$ cat config.mk
export PLATFORM = sky130hd
export DESIGN_NAME = sprite_layer_renderer_flat
export DESIGN_NICKNAME = d
export VERILOG_FILES = /design/src/rtl/sprite_layer_renderer_if.sv /design/src/rtl/sprite_layer_renderer.sv /design/src/flat_wrapper.sv
export SDC_FILE = /design/constraint.sdc
export NUM_CORES = 1
export LEC_CHECK = 0
export ABC_AREA = 1
export CORE_MARGIN = 2
export CORE_UTILIZATION = 50
export CTS_BUF_LIST = sky130_fd_sc_hd__clkbuf_4 sky130_fd_sc_hd__clkbuf_8
export CTS_CLUSTER_DIAMETER = 100
export DETAILED_ROUTE_END_ITERATION = 7
export PLACE_DENSITY_LB_ADDON = 0.2
export SLEW_MARGIN = 10
export SYNTH_ARGS = -nofsm -noshare
export SYNTH_HDL_FRONTEND = slang
export SYNTH_SLANG_ARGS = --single-unit
export TNS_END_PERCENT = 10
$ cat constraint.sdc
create_clock -name vga_clk -period 4.5 [get_ports vga_clk]
set_clock_uncertainty 0.1 [all_clocks]
set_input_delay 1.125 -clock vga_clk [delete_from_list [all_inputs] [get_ports vga_clk]]
set_output_delay 1.125 -clock vga_clk [all_outputs]
set_load 0.005 [all_outputs]
$ cat src/rtl/sprite_layer_renderer_if.sv
// sprite_layer_renderer_if
// Memory-side bus of the sprite layer renderer: the shared sprite ROM
// (registered, one cycle read latency) and the shared combinational palette.
// The renderer owns the master modport; the ROM/palette side uses slave.
interface sprite_layer_renderer_if #(
  parameter int ADDR_W = 13,
  parameter int IDX_W  = 7
);
  logic [ADDR_W-1:0] rom_address;
  logic [IDX_W-1:0]  rom_q;
  logic [IDX_W-1:0]  pal_index;
  logic [3:0]        pal_red;
  logic [3:0]        pal_green;
  logic [3:0]        pal_blue;

  modport master (
    output rom_address,
    output pal_index,
    input  rom_q,
    input  pal_red,
    input  pal_green,
    input  pal_blue
  );

  modport slave (
    input  rom_address,
    input  pal_index,
    output rom_q,
    output pal_red,
    output pal_green,
    output pal_blue
  );
endinterface

$ cat src/rtl/sprite_layer_renderer.sv
// sprite_layer_renderer
// Pipelined multi-sprite pixel generator for the VGA path. For each scan
// position the lowest-index enabled sprite whose box covers the pixel wins;
// its current animation frame is fetched from the shared sprite ROM and the
// ROM index is looked up in the shared palette. Transparent indices show the
// background colour. Latency from DrawX/DrawY/blank to red/green/blue is 3.
//
// Optional build macro SPRITE_COLLISION_EN adds a sticky 'collision' output
// that is set when two or more slots cover a visible pixel and cleared by
// frame_start (a set in the same cycle wins over the clear).
module sprite_layer_renderer #(
  parameter int NUM_SPRITES     = 4,
  parameter int SPRITE_W        = 16,
  parameter int SPRITE_H        = 16,
  parameter int NUM_FRAMES      = 4,
  parameter int FRAME_TICKS     = 8,
  parameter int IDX_W           = 7,
  parameter int TRANSPARENT_IDX = 0,
  parameter int ADDR_W          = 13,
  localparam int ID_W = (NUM_SPRITES > 1) ? $clog2(NUM_SPRITES) : 1
) (
  input  logic                     vga_clk,
  input  logic                     reset,
  input  logic [9:0]               DrawX,
  input  logic [9:0]               DrawY,
  input  logic                     blank,
  input  logic                     frame_start,
  input  logic [10*NUM_SPRITES-1:0] sprite_x,
  input  logic [10*NUM_SPRITES-1:0] sprite_y,
  input  logic [NUM_SPRITES-1:0]   sprite_en,
  input  logic [3:0]               bg_red,
  input  logic [3:0]               bg_green,
  input  logic [3:0]               bg_blue,
  sprite_layer_renderer_if.master  mem,
  output logic [3:0]               red,
  output logic [3:0]               green,
  output logic [3:0]               blue,
  output logic                     sprite_hit,
  output logic [ID_W-1:0]          sprite_id
`ifdef SPRITE_COLLISION_EN
  ,
  output logic                     collision
`endif
);

  localparam int FRAME_W = (NUM_FRAMES > 1) ? $clog2(NUM_FRAMES) : 1;
  localparam int TICK_W  = (FRAME_TICKS > 1) ? $clog2(FRAME_TICKS) : 1;

  // Box limits widened by one bit so the unsigned compare against the
  // 10-bit wrapped offsets is exact for any sprite size up to 1024.
  localparam logic [10:0] SPRITE_W_LIM = 11'(SPRITE_W);
  localparam logic [10:0] SPRITE_H_LIM = 11'(SPRITE_H);

  localparam logic [FRAME_W-1:0] LAST_FRAME = FRAME_W'(NUM_FRAMES - 1);
  localparam logic [TICK_W-1:0]  LAST_TICK  = TICK_W'(FRAME_TICKS - 1);
  localparam logic [IDX_W-1:0]   CLEAR_IDX  = IDX_W'(TRANSPARENT_IDX);

  // ---------------------------------------------------------------------
  // Animation state
  // ---------------------------------------------------------------------
  logic [FRAME_W-1:0] frame;
  logic [TICK_W-1:0]  tick_cnt;

  // ---------------------------------------------------------------------
  // Stage 0: combinational hit test and address generation
  // ---------------------------------------------------------------------
  logic [9:0]             dx [NUM_SPRITES];
  logic [9:0]             dy [NUM_SPRITES];
  logic [NUM_SPRITES-1:0] in_box;

  logic                   win_hit;
  logic [ID_W-1:0]        win_id;
  logic [9:0]             win_dx;
  logic [9:0]             win_dy;
  logic [ADDR_W-1:0]      rom_addr_next;

  // ---------------------------------------------------------------------
  // Stage 1 and stage 2 pipeline registers
  // ---------------------------------------------------------------------
  logic                   valid_s1;
  logic                   hit_s1;
  logic [ID_W-1:0]        id_s1;
  logic                   blank_s1;

  logic                   valid_s2;
  logic                   hit_s2;
  logic [ID_W-1:0]        id_s2;
  logic                   blank_s2;

  // Per-slot offsets use 10-bit wrap arithmetic, so a sprite hanging off the
  // left or top edge wraps to huge offsets and is simply not in its box there.
  always_comb begin
    for (int i = 0; i < NUM_SPRITES; i++) begin
      dx[i]     = DrawX - sprite_x[10*i +: 10];
      dy[i]     = DrawY - sprite_y[10*i +: 10];
      in_box[i] = sprite_en[i]
                  && ({1'b0, dx[i]} < SPRITE_W_LIM)
                  && ({1'b0, dy[i]} < SPRITE_H_LIM);
    end
  end

  // Priority pick: scanning from the highest index down lets the lowest
  // in-box slot overwrite the others. Transparency plays no part here, so a
  // clear pixel of the winner never reveals a lower-priority sprite.
  always_comb begin
    win_hit = 1'b0;
    win_id  = '0;
    win_dx  = '0;
    win_dy  = '0;
    for (int i = NUM_SPRITES - 1; i >= 0; i--) begin
      if (in_box[i]) begin
        win_hit = 1'b1;
        win_id  = ID_W'(i);
        win_dx  = dx[i];
        win_dy  = dy[i];
      end
    end
  end

  // ROM layout is sprite-major, then frame, then row, then column; the
  // product is formed in 32 bits and truncated to the ROM address width.
  assign rom_addr_next = ADDR_W'(
    ((32'(win_id) * 32'(NUM_FRAMES) + 32'(frame)) * 32'(SPRITE_H)
     + 32'(win_dy)) * 32'(SPRITE_W) + 32'(win_dx));

`ifdef SPRITE_COLLISION_EN
  logic multi_hit;
  logic seen_hit;
  logic coll_s1;
  logic coll_s2;

  // Overlap detector: true once a second in-box slot is found at this pixel.
  always_comb begin
    multi_hit = 1'b0;
    seen_hit  = 1'b0;
    for (int i = 0; i < NUM_SPRITES; i++) begin
      if (in_box[i]) begin
        if (seen_hit) begin
          multi_hit = 1'b1;
        end
        seen_hit = 1'b1;
      end
    end
  end
`endif

  // Animation: count frame_start pulses and step the frame every FRAME_TICKS.
  always_ff @(posedge vga_clk) begin
    if (reset) begin
      frame    <= '0;
      tick_cnt <= '0;
    end else if (frame_start) begin
      if (tick_cnt == LAST_TICK) begin
        tick_cnt <= '0;
        frame    <= (frame == LAST_FRAME) ? '0 : frame + 1'b1;
      end else begin
        tick_cnt <= tick_cnt + 1'b1;
      end
    end
  end

  // Stage 1: launch the ROM read and carry the pixel's hit/id/blank along.
  always_ff @(posedge vga_clk) begin
    if (reset) begin
      mem.rom_address <= '0;
      valid_s1        <= 1'b0;
      hit_s1          <= 1'b0;
      id_s1           <= '0;
      blank_s1        <= 1'b0;
    end else begin
      mem.rom_address <= rom_addr_next;
      valid_s1        <= 1'b1;
      hit_s1          <= win_hit;
      id_s1           <= win_id;
      blank_s1        <= blank;
    end
  end

  // Stage 2: wait out the ROM latency so the side-band lines up with rom_q.
  always_ff @(posedge vga_clk) begin
    if (reset) begin
      valid_s2 <= 1'b0;
      hit_s2   <= 1'b0;
      id_s2    <= '0;
      blank_s2 <= 1'b0;
    end else begin
      valid_s2 <= valid_s1;
      hit_s2   <= hit_s1;
      id_s2    <= id_s1;
      blank_s2 <= blank_s1;
    end
  end

  // The ROM word feeds the palette directly; its colour is ready this cycle.
  assign mem.pal_index = mem.rom_q;

  // Output stage: black outside the visible region or while the pipeline is
  // refilling after reset, palette colour for opaque sprite pixels, else the
  // background. sprite_id names the slot only when it was actually drawn.
  always_ff @(posedge vga_clk) begin
    if (reset) begin
      red        <= '0;
      green      <= '0;
      blue       <= '0;
      sprite_hit <= 1'b0;
      sprite_id  <= '0;
    end else if (valid_s2 && blank_s2) begin
      if (hit_s2 && (mem.rom_q != CLEAR_IDX)) begin
        red        <= mem.pal_red;
        green      <= mem.pal_green;
        blue       <= mem.pal_blue;
        sprite_hit <= 1'b1;
        sprite_id  <= id_s2;
      end else begin
        red        <= bg_red;
        green      <= bg_green;
        blue       <= bg_blue;
        sprite_hit <= 1'b0;
        sprite_id  <= '0;
      end
    end else begin
      red        <= '0;
      green      <= '0;
      blue       <= '0;
      sprite_hit <= 1'b0;
      sprite_id  <= '0;
    end
  end

`ifdef SPRITE_COLLISION_EN
  // Overlap flags ride the same pipeline so the set lands with the pixel.
  always_ff @(posedge vga_clk) begin
    if (reset) begin
      coll_s1 <= 1'b0;
      coll_s2 <= 1'b0;
    end else begin
      coll_s1 <= multi_hit && blank;
      coll_s2 <= coll_s1;
    end
  end

  // Sticky collision flag: a set beats a frame_start clear in the same cycle.
  always_ff @(posedge vga_clk) begin
    if (reset) begin
      collision <= 1'b0;
    end else if (valid_s2 && coll_s2) begin
      collision <= 1'b1;
    end else if (frame_start) begin
      collision <= 1'b0;
    end
  end
`endif

endmodule

$ cat src/flat_wrapper.sv
// flat-port wrapper written by rule: the top's interface ports become plain ports
module sprite_layer_renderer_flat 
#(
  parameter int NUM_SPRITES     = 4,
  parameter int SPRITE_W        = 16,
  parameter int SPRITE_H        = 16,
  parameter int NUM_FRAMES      = 4,
  parameter int FRAME_TICKS     = 8,
  parameter int IDX_W           = 7,
  parameter int TRANSPARENT_IDX = 0,
  parameter int ADDR_W          = 13,
  localparam int ID_W = (NUM_SPRITES > 1) ? $clog2(NUM_SPRITES) : 1
)
  (vga_clk, reset, DrawX, DrawY, blank, frame_start, sprite_x, sprite_y, sprite_en, bg_red, bg_green, bg_blue, red, green, blue, sprite_hit, sprite_id, mem_rom_address, mem_pal_index, mem_rom_q, mem_pal_red, mem_pal_green, mem_pal_blue);
  sprite_layer_renderer_if #(.ADDR_W(ADDR_W), .IDX_W(IDX_W)) mem_i ();
  input  logic vga_clk;
  input  logic reset;
  input  logic [9:0] DrawX;
  input  logic [9:0] DrawY;
  input  logic blank;
  input  logic frame_start;
  input  logic [10*NUM_SPRITES-1:0] sprite_x;
  input  logic [10*NUM_SPRITES-1:0] sprite_y;
  input  logic [NUM_SPRITES-1:0] sprite_en;
  input  logic [3:0] bg_red;
  input  logic [3:0] bg_green;
  input  logic [3:0] bg_blue;
  output logic [3:0] red;
  output logic [3:0] green;
  output logic [3:0] blue;
  output logic sprite_hit;
  output logic [ID_W-1:0] sprite_id;
  output wire logic [$bits(mem_i.rom_address)-1:0] mem_rom_address;
  output wire logic [$bits(mem_i.pal_index)-1:0] mem_pal_index;
  input wire logic [$bits(mem_i.rom_q)-1:0] mem_rom_q;
  input wire logic [$bits(mem_i.pal_red)-1:0] mem_pal_red;
  input wire logic [$bits(mem_i.pal_green)-1:0] mem_pal_green;
  input wire logic [$bits(mem_i.pal_blue)-1:0] mem_pal_blue;
  assign mem_rom_address = mem_i.rom_address;
  assign mem_pal_index = mem_i.pal_index;
  assign mem_i.rom_q = mem_rom_q;
  assign mem_i.pal_red = mem_pal_red;
  assign mem_i.pal_green = mem_pal_green;
  assign mem_i.pal_blue = mem_pal_blue;
  sprite_layer_renderer #(.NUM_SPRITES(NUM_SPRITES), .SPRITE_W(SPRITE_W), .SPRITE_H(SPRITE_H), .NUM_FRAMES(NUM_FRAMES), .FRAME_TICKS(FRAME_TICKS), .IDX_W(IDX_W), .TRANSPARENT_IDX(TRANSPARENT_IDX), .ADDR_W(ADDR_W)) u_core (.vga_clk(vga_clk), .reset(reset), .DrawX(DrawX), .DrawY(DrawY), .blank(blank), .frame_start(frame_start), .sprite_x(sprite_x), .sprite_y(sprite_y), .sprite_en(sprite_en), .bg_red(bg_red), .bg_green(bg_green), .bg_blue(bg_blue), .mem(mem_i), .red(red), .green(green), .blue(blue), .sprite_hit(sprite_hit), .sprite_id(sprite_id));
endmodule
# After elaboration in Yosys (flattened, before gate mapping)
# Cells that the tools add are included.
[totals]
register_bits = 43
inputBits = 139
out_inout_bits = 35
wordCells = 78
[classes]
addsub = 13
order_cmp = 8
eq_ne = 2
mux = 23
bitwise_logic = 2
reduce_logical = 14
[ops]
columns = ["operator", "n"]
rows = [
  ["less-than comparator 10 x 5 -> 1 bit (second input constant)", 8],
  ["subtractor 10 bit", 8],
  ["two-way mux 10 bit", 4],
  ["two-way mux 9 bit", 4],
  ["adder 13 x 10 -> 13 bit", 1],
  ["two-way mux 4 bit", 3],
  ["logical AND 1 bit", 10],
  ["two-way mux 2 bit", 5],
  ["adder 9 bit", 1],
  ["nonzero test 7 bit", 1],
  ["two-way mux 1 bit", 6],
  ["adder 4 x 2 -> 5 bit", 1],
  ["adder 3 x 1 -> 3 bit (second input constant)", 1],
  ["equality test 3 bit (second input constant)", 1],
  ["two-way mux 3 bit", 1],
  ["OR reduction 3 bit", 1],
  ["adder 2 x 1 -> 2 bit (second input constant)", 1],
  ["equality test 2 bit (second input constant)", 1],
  ["NOT 1 bit", 2],
  ["AND reduction 2 bit", 1],
  ["OR reduction 2 bit", 1],
]

# Logic depth before layout (Yosys ltp)
[logic_depth]
depth_word = 11
mapped_depth = 33
mapped_depth_nobuf = 33

# Worst setup path after synthesis
# No wires, ideal clock.
[synth_timing]
path_kind = "input -> register"
start = "in DrawX[0]"
end = "reg u_core.mem.rom_address[5]"
setup_ps = 128
arrival_ps = 3652
required_time_ps = 4272
slack_ps = 620
cell_stages = 18
path_buffers = 1
cell_sequence = "inv_1 -> ha_1 -> fa_1 -> inv_1 -> nand2_1 -> nand2_1 -> xnor2_1 -> nand4_1 -> nor3b_2 -> nand3_1 -> nor3b_2 -> nand3_2 -> buf_6 -> nand2_1 -> o21ai_1 -> fa_1 -> inv_1 -> nor2_1"
[synth_between]
elab_chain_cells = 10
word_cells_on_any_way = 26
classes_between = "add/sub (6); order compare (4); mux (8); reduce/logical (8)"
[synth_rtl]
columns = ["item", "line_no", "rtl"]
rows = [
  ["from (decl)", "flat_wrapper.sv:18", "input logic [9:0] DrawX;"],
  ["subtractor 10 bit", "sprite_layer_renderer.sv:94", "dx[i] = DrawX - sprite_x[10*i +: 10];"],
  ["less-than comparator 10 x 5 -> 1 bit", "sprite_layer_renderer.sv:97", "&& ({1'b0, dx[i]} < SPRITE_W_LIM)"],
  ["logical AND 1 bit", "sprite_layer_renderer.sv:97", ""],
  ["logical AND 1 bit", "sprite_layer_renderer.sv:98", "&& ({1'b0, dy[i]} < SPRITE_H_LIM);"],
  ["two-way mux 9 bit (4 in a row)", "sprite_layer_renderer.sv:111", "if (in_box[i]) begin"],
  ["adder 9 bit", "sprite_layer_renderer.sv:124", "+ 32'(win_dy)) * 32'(SPRITE_W) + 32'(win_dx));"],
  ["adder 13 x 10 -> 13 bit (*)", "sprite_layer_renderer.sv:124", ""],
  ["named net u_core.rom_addr_next[5]", "sprite_layer_renderer.sv:75", "logic [ADDR_W-1:0] rom_addr_next;"],
  ["to (signal assigned)", "sprite_layer_renderer.sv:171", "mem.rom_address <= rom_addr_next;"],
  ["to (decl)", "sprite_layer_renderer_if.sv:17", "output rom_address,"],
]
# Mark *: on every way through the listed nets, which the timed path passes. The rest lies on a longest branch.
# A chain may end at the register's enable or synchronous reset.

# Worst setup path after layout
[layout_timing]
start = "in DrawY[0]"
end = "reg u_core.mem.rom_address[7]"
[layout_between]
elab_chain_cells = 9
word_cells_on_any_way = 22
classes_between = "add/sub (6); order compare (4); mux (8); reduce/logical (4)"
[layout_rtl]
columns = ["item", "line_no", "rtl"]
rows = [
  ["from (decl)", "flat_wrapper.sv:19", "input logic [9:0] DrawY;"],
  ["subtractor 10 bit", "sprite_layer_renderer.sv:95", "dy[i] = DrawY - sprite_y[10*i +: 10];"],
  ["less-than comparator 10 x 5 -> 1 bit", "sprite_layer_renderer.sv:98", ""],
  ["logical AND 1 bit", "sprite_layer_renderer.sv:98", ""],
  ["two-way mux 9 bit (4 in a row)", "sprite_layer_renderer.sv:111", ""],
  ["adder 9 bit", "sprite_layer_renderer.sv:124", ""],
  ["adder 13 x 10 -> 13 bit (*)", "sprite_layer_renderer.sv:124", ""],
]
# Every way passes the cells marked *; elsewhere a longest branch is shown, timed or not.

==> impl_metrics.yaml <==
final_layout:
  syn_to_final_growth_pct: 34.1
  drive_gt1_share_pct: 5.40
  utilization_pct: 68.1
  layout_commonest_cell: "nand2_1"
  final_cell_mix: "284 x nand2_1, 213 x inv_1, 173 x clkdlybuf4s50_1"
  nets: 1493
  antenna_cells: 0
pwr:
  combPwrFrac_pct: 52.9
  pwr_density_cell_nw_per_um2: 173
  p_clk_share_pct: 20.7
  design_power_total_w: 0.00148
  power.switching_w: 0.000579
  ir_worst_vdd_uv: 120
  power.leakage_nw: 4.57
  internal_power_w: 0.000904
  power_frac_seq_pct: 26.5
  sw_frac_of_total_pct: 39.0
worst_setup_path:
  cp_max_fo: 7
  crit_path_start: "DrawY[0]"
  start_kind: "primary input"
  reg2reg_depth: 6
  r2r_start: "u_core.frame[1]"
  slowest_delay_ns: 0.46
  cp_num_cells: 23
  crit_arrival_ns: 4.30
  worstSetupEndpointType: "register"
  endpoint: "u_core.mem.rom_address[7]"
  cp_data_required_time_ns: 4.63
  crit_buf_inv: 6
  critPathTopFamily: "simple AND/OR/NAND/NOR gates"
  rr_endpoint: "u_core.mem.rom_address[9]"
  r2r_slack_ns: 2.91
  critPathKind: "primary input to register"
  worstPathCellList: "clkdlybuf4s50_1 -> inv_1 -> ha_1 -> fa_1 -> inv_1 -> nand3_1 -> nand2_1 -> nand2_1 -> nand2_1 -> inv_1 -> nor2_2 -> nand3_1 -> nor2_1 -> nand4_1 -> nor2_2 -> nand2_2 -> buf_4 -> o221ai_1 -> nand3_1 -> nand2_1 -> ha_1 -> inv_1 -> a21oi_1"
  cp_slowest_cell: "clkdlybuf4s50_1"
floorplanning:
  die-area_sq_um: 13700
  io_pins: 174
  core_area_sq_um: 12600
  die_h_um: 117
  dieWidth_um: 117
  start_util_pct: 50.8
  row_count: 41
clock_tree:
  path_clk_slew_ns: 0.08
  cts_inserted_buffers: 5
  cts_tree: "yes"
  htreeDepth: 2
  cts_root_buf: "clkbuf_8"
  cts_buffer_depth: 2
  cts_hold_buf: 0
  clock_sinks: 43
  clkLatencyLatePin_ns: 0.30
routing:
  vias: 7123
  vias_per_cell: 4.97
  wl_mm: 18.1
  antenna_left: 0
  wl_per_cell_um: 12.6
  drtPass1Iterations: 5
  drc: 0
  drt_iter0_drc: 481
grt:
  overflow: 0
  grt_max_degree: 23
  grt_usage_pct: 26.4
  antenna_found_initial: 0
  grt_pass1_vias: 6453
  grt_pass1_wl_mm: 29.1
timing:
  finalSetupViolations: 0
  fmax_mhz: 240
  hold_slack_ns: 0.302
  slew_viol_final: 0
  slew_headroom_pct: 64.3
  setup_ws_ns: 0.328
  rsz0062_at_grt: "false"
  period_needed_ns: 4.17
  final_hold_viol_count: 0
  finalCritPeriodShare_pct: 92.7
  tightest_slew_ns: 0.534
logic_synthesis:
  synth.distinct_cells: 46
  syn_inst: 1064
  ys_async_sr_fraction_pct: 0
  synth-seq-area-share_pct: 13.5
  avgSynthCellArea_sq_um: 6.00
  synth_top_area_share_pct: 16.7
  ys_ff_latch: 43
  synth_top_area_cell: "nand2_1"
  synth-edff-count: 0
  syn-cell-area_sq_um: 6390
  synth_warnings: 0
  ys.flop_type: "dfxtp_1"
  synth_area_leaders: "nand2_1 17%, ha_1 17%, dfxtp_1 13%"
place:
  place_ws_ns: -0.0233
  dpl.hpwl_mm: 15.6
  portBuffers: 173
  gp_congestion: 0.918
worst_hold_path:
  min_from: "u_core.hit_s1"
  hp-class: "register to register"
outcome:
  status: "complete, no violations"
flow_run:
  cap_violations: 0
-- registers in the layout (all words and copies together) (netlist names) --
signal and count:
u_core.red 4, u_core.sprite_id 2, u_core.hit_s2 1, u_core.blank_s2 1
u_core.mem.rom_address 13, u_core.id_s2 2, u_core.hit_s1 1, u_core.valid_s1 1
u_core.valid_s2 1, u_core.blue 4, u_core.blank_s1 1, u_core.green 4
u_core.sprite_hit 1, u_core.frame 2, u_core.tick_cnt 3, u_core.id_s1 2
-- metrics by stage --
step	TNS [ns]	cell area, sq um	std cells
floorplan	0	6420	1074
global placement	0	8430	1421
detailed placement	-0.0233	8430	1421
CTS	0	8540	1429
global route	0	8560	1432
finish	0	8560	1432
-- area by class of cell --
type                       instances  area [sq um]
multi-input combinational        794          4650
fill                            1179          4010
timing repair buffer             192          1890
sequential                        43           861
inverter                         223           837
tap                              172           215
clock buffer                       5          68.8
clock inverter                     3          43.8
-- worst register-to-register path: cells and delay by family (launching register included) --
family,cells,cell delay (ns)
flops,1,0.38
compound gates,1,0.09
simple gates,1,0.12
fa+ha+maj,2,0.65
buf+inv,2,0.19
-- timing repair --
action,in CTS,in global routing
setup endpoints to repair,0,4
resized for setup,0,3
setup buffers,0,3
-- cells in the mapped netlist (2+ instances only) --
cell type / count
xnor2_1: 17
nor3_1: 11
nor3b_2: 3
o21bai_1: 6
or2_0: 2
buf_2: 2
nand2_2: 4
buf_4: 7
nor2_1: 90
nand4_1: 29
a31oi_1: 5
nand3_2: 7
nand2_1: 284
inv_1: 215
nor2_2: 5
a21oi_1: 57
dfxtp_1: 43
or2_1: 2
clkbuf_1: 4
o22ai_1: 3
nand3b_1: 6
nor3b_1: 4
o21ai_1: 6
o21ai_0: 32
a21oi_2: 6
conb_1: 2
nand3_1: 79
ha_1: 85
inv_2: 7
xor2_1: 15
or2_2: 2
fa_1: 10
-- logic make-up (layout without fill, tap and decap cells) --
logic type | Yosys count | count (layout) | synth area share (%)
adders and majority gates | 95 | 95 | 19.8
and+or+nand+nor | 532 | 532 | 36.8
buffers and inverters | 237 | 423 | 14.5
DFF | 43 | 43 | 13.5
AOI/OAI and AO/OA | 123 | 123 | 11.0
xor gates and xnor gates | 32 | 32 | 4.39
other | 2 | 12 | 0.118
-- worst min-delay path by stage --
stage / end / slack [ns] / cells after the start
after floorplan: u_core.blank_s2 / 0.29 / 2
final: u_core.hit_s2 / 0.30 / 2
after global placement: u_core.hit_s2 / 0.29 / 2
after CTS: u_core.hit_s2 / 0.30 / 2
after detailed placement: u_core.hit_s2 / 0.29 / 2
after global routing: u_core.valid_s2 / 0.32 / 2
-- power groups by stage --
| stage | Combinational (W) | Sequential (W) | Clock (W) |
|---|---|---|---|
| after floorplan | 0.000487 | 0.000402 | 0 |
| after global placement | 0.000770 | 0.000401 | 0 |
| after detailed placement | 0.000775 | 0.000402 | 0 |
| after CTS | 0.000780 | 0.000393 | 0.000308 |
| after global routing | 0.000880 | 0.000394 | 0.000325 |
| final | 0.000784 | 0.000392 | 0.000306 |
-- per-layer routing --
metal / share of wire [%] / wire length (um) / GRT usage [%]
met1: 44 / 7930 / 32.5
met2: 50 / 8940 / 49.4
met3: 4.0 / 717 / 1.49
met4: 2.6 / 478 / 7.84
met5: 0 / 0 / 0
(Power assumes the default switching activity.)
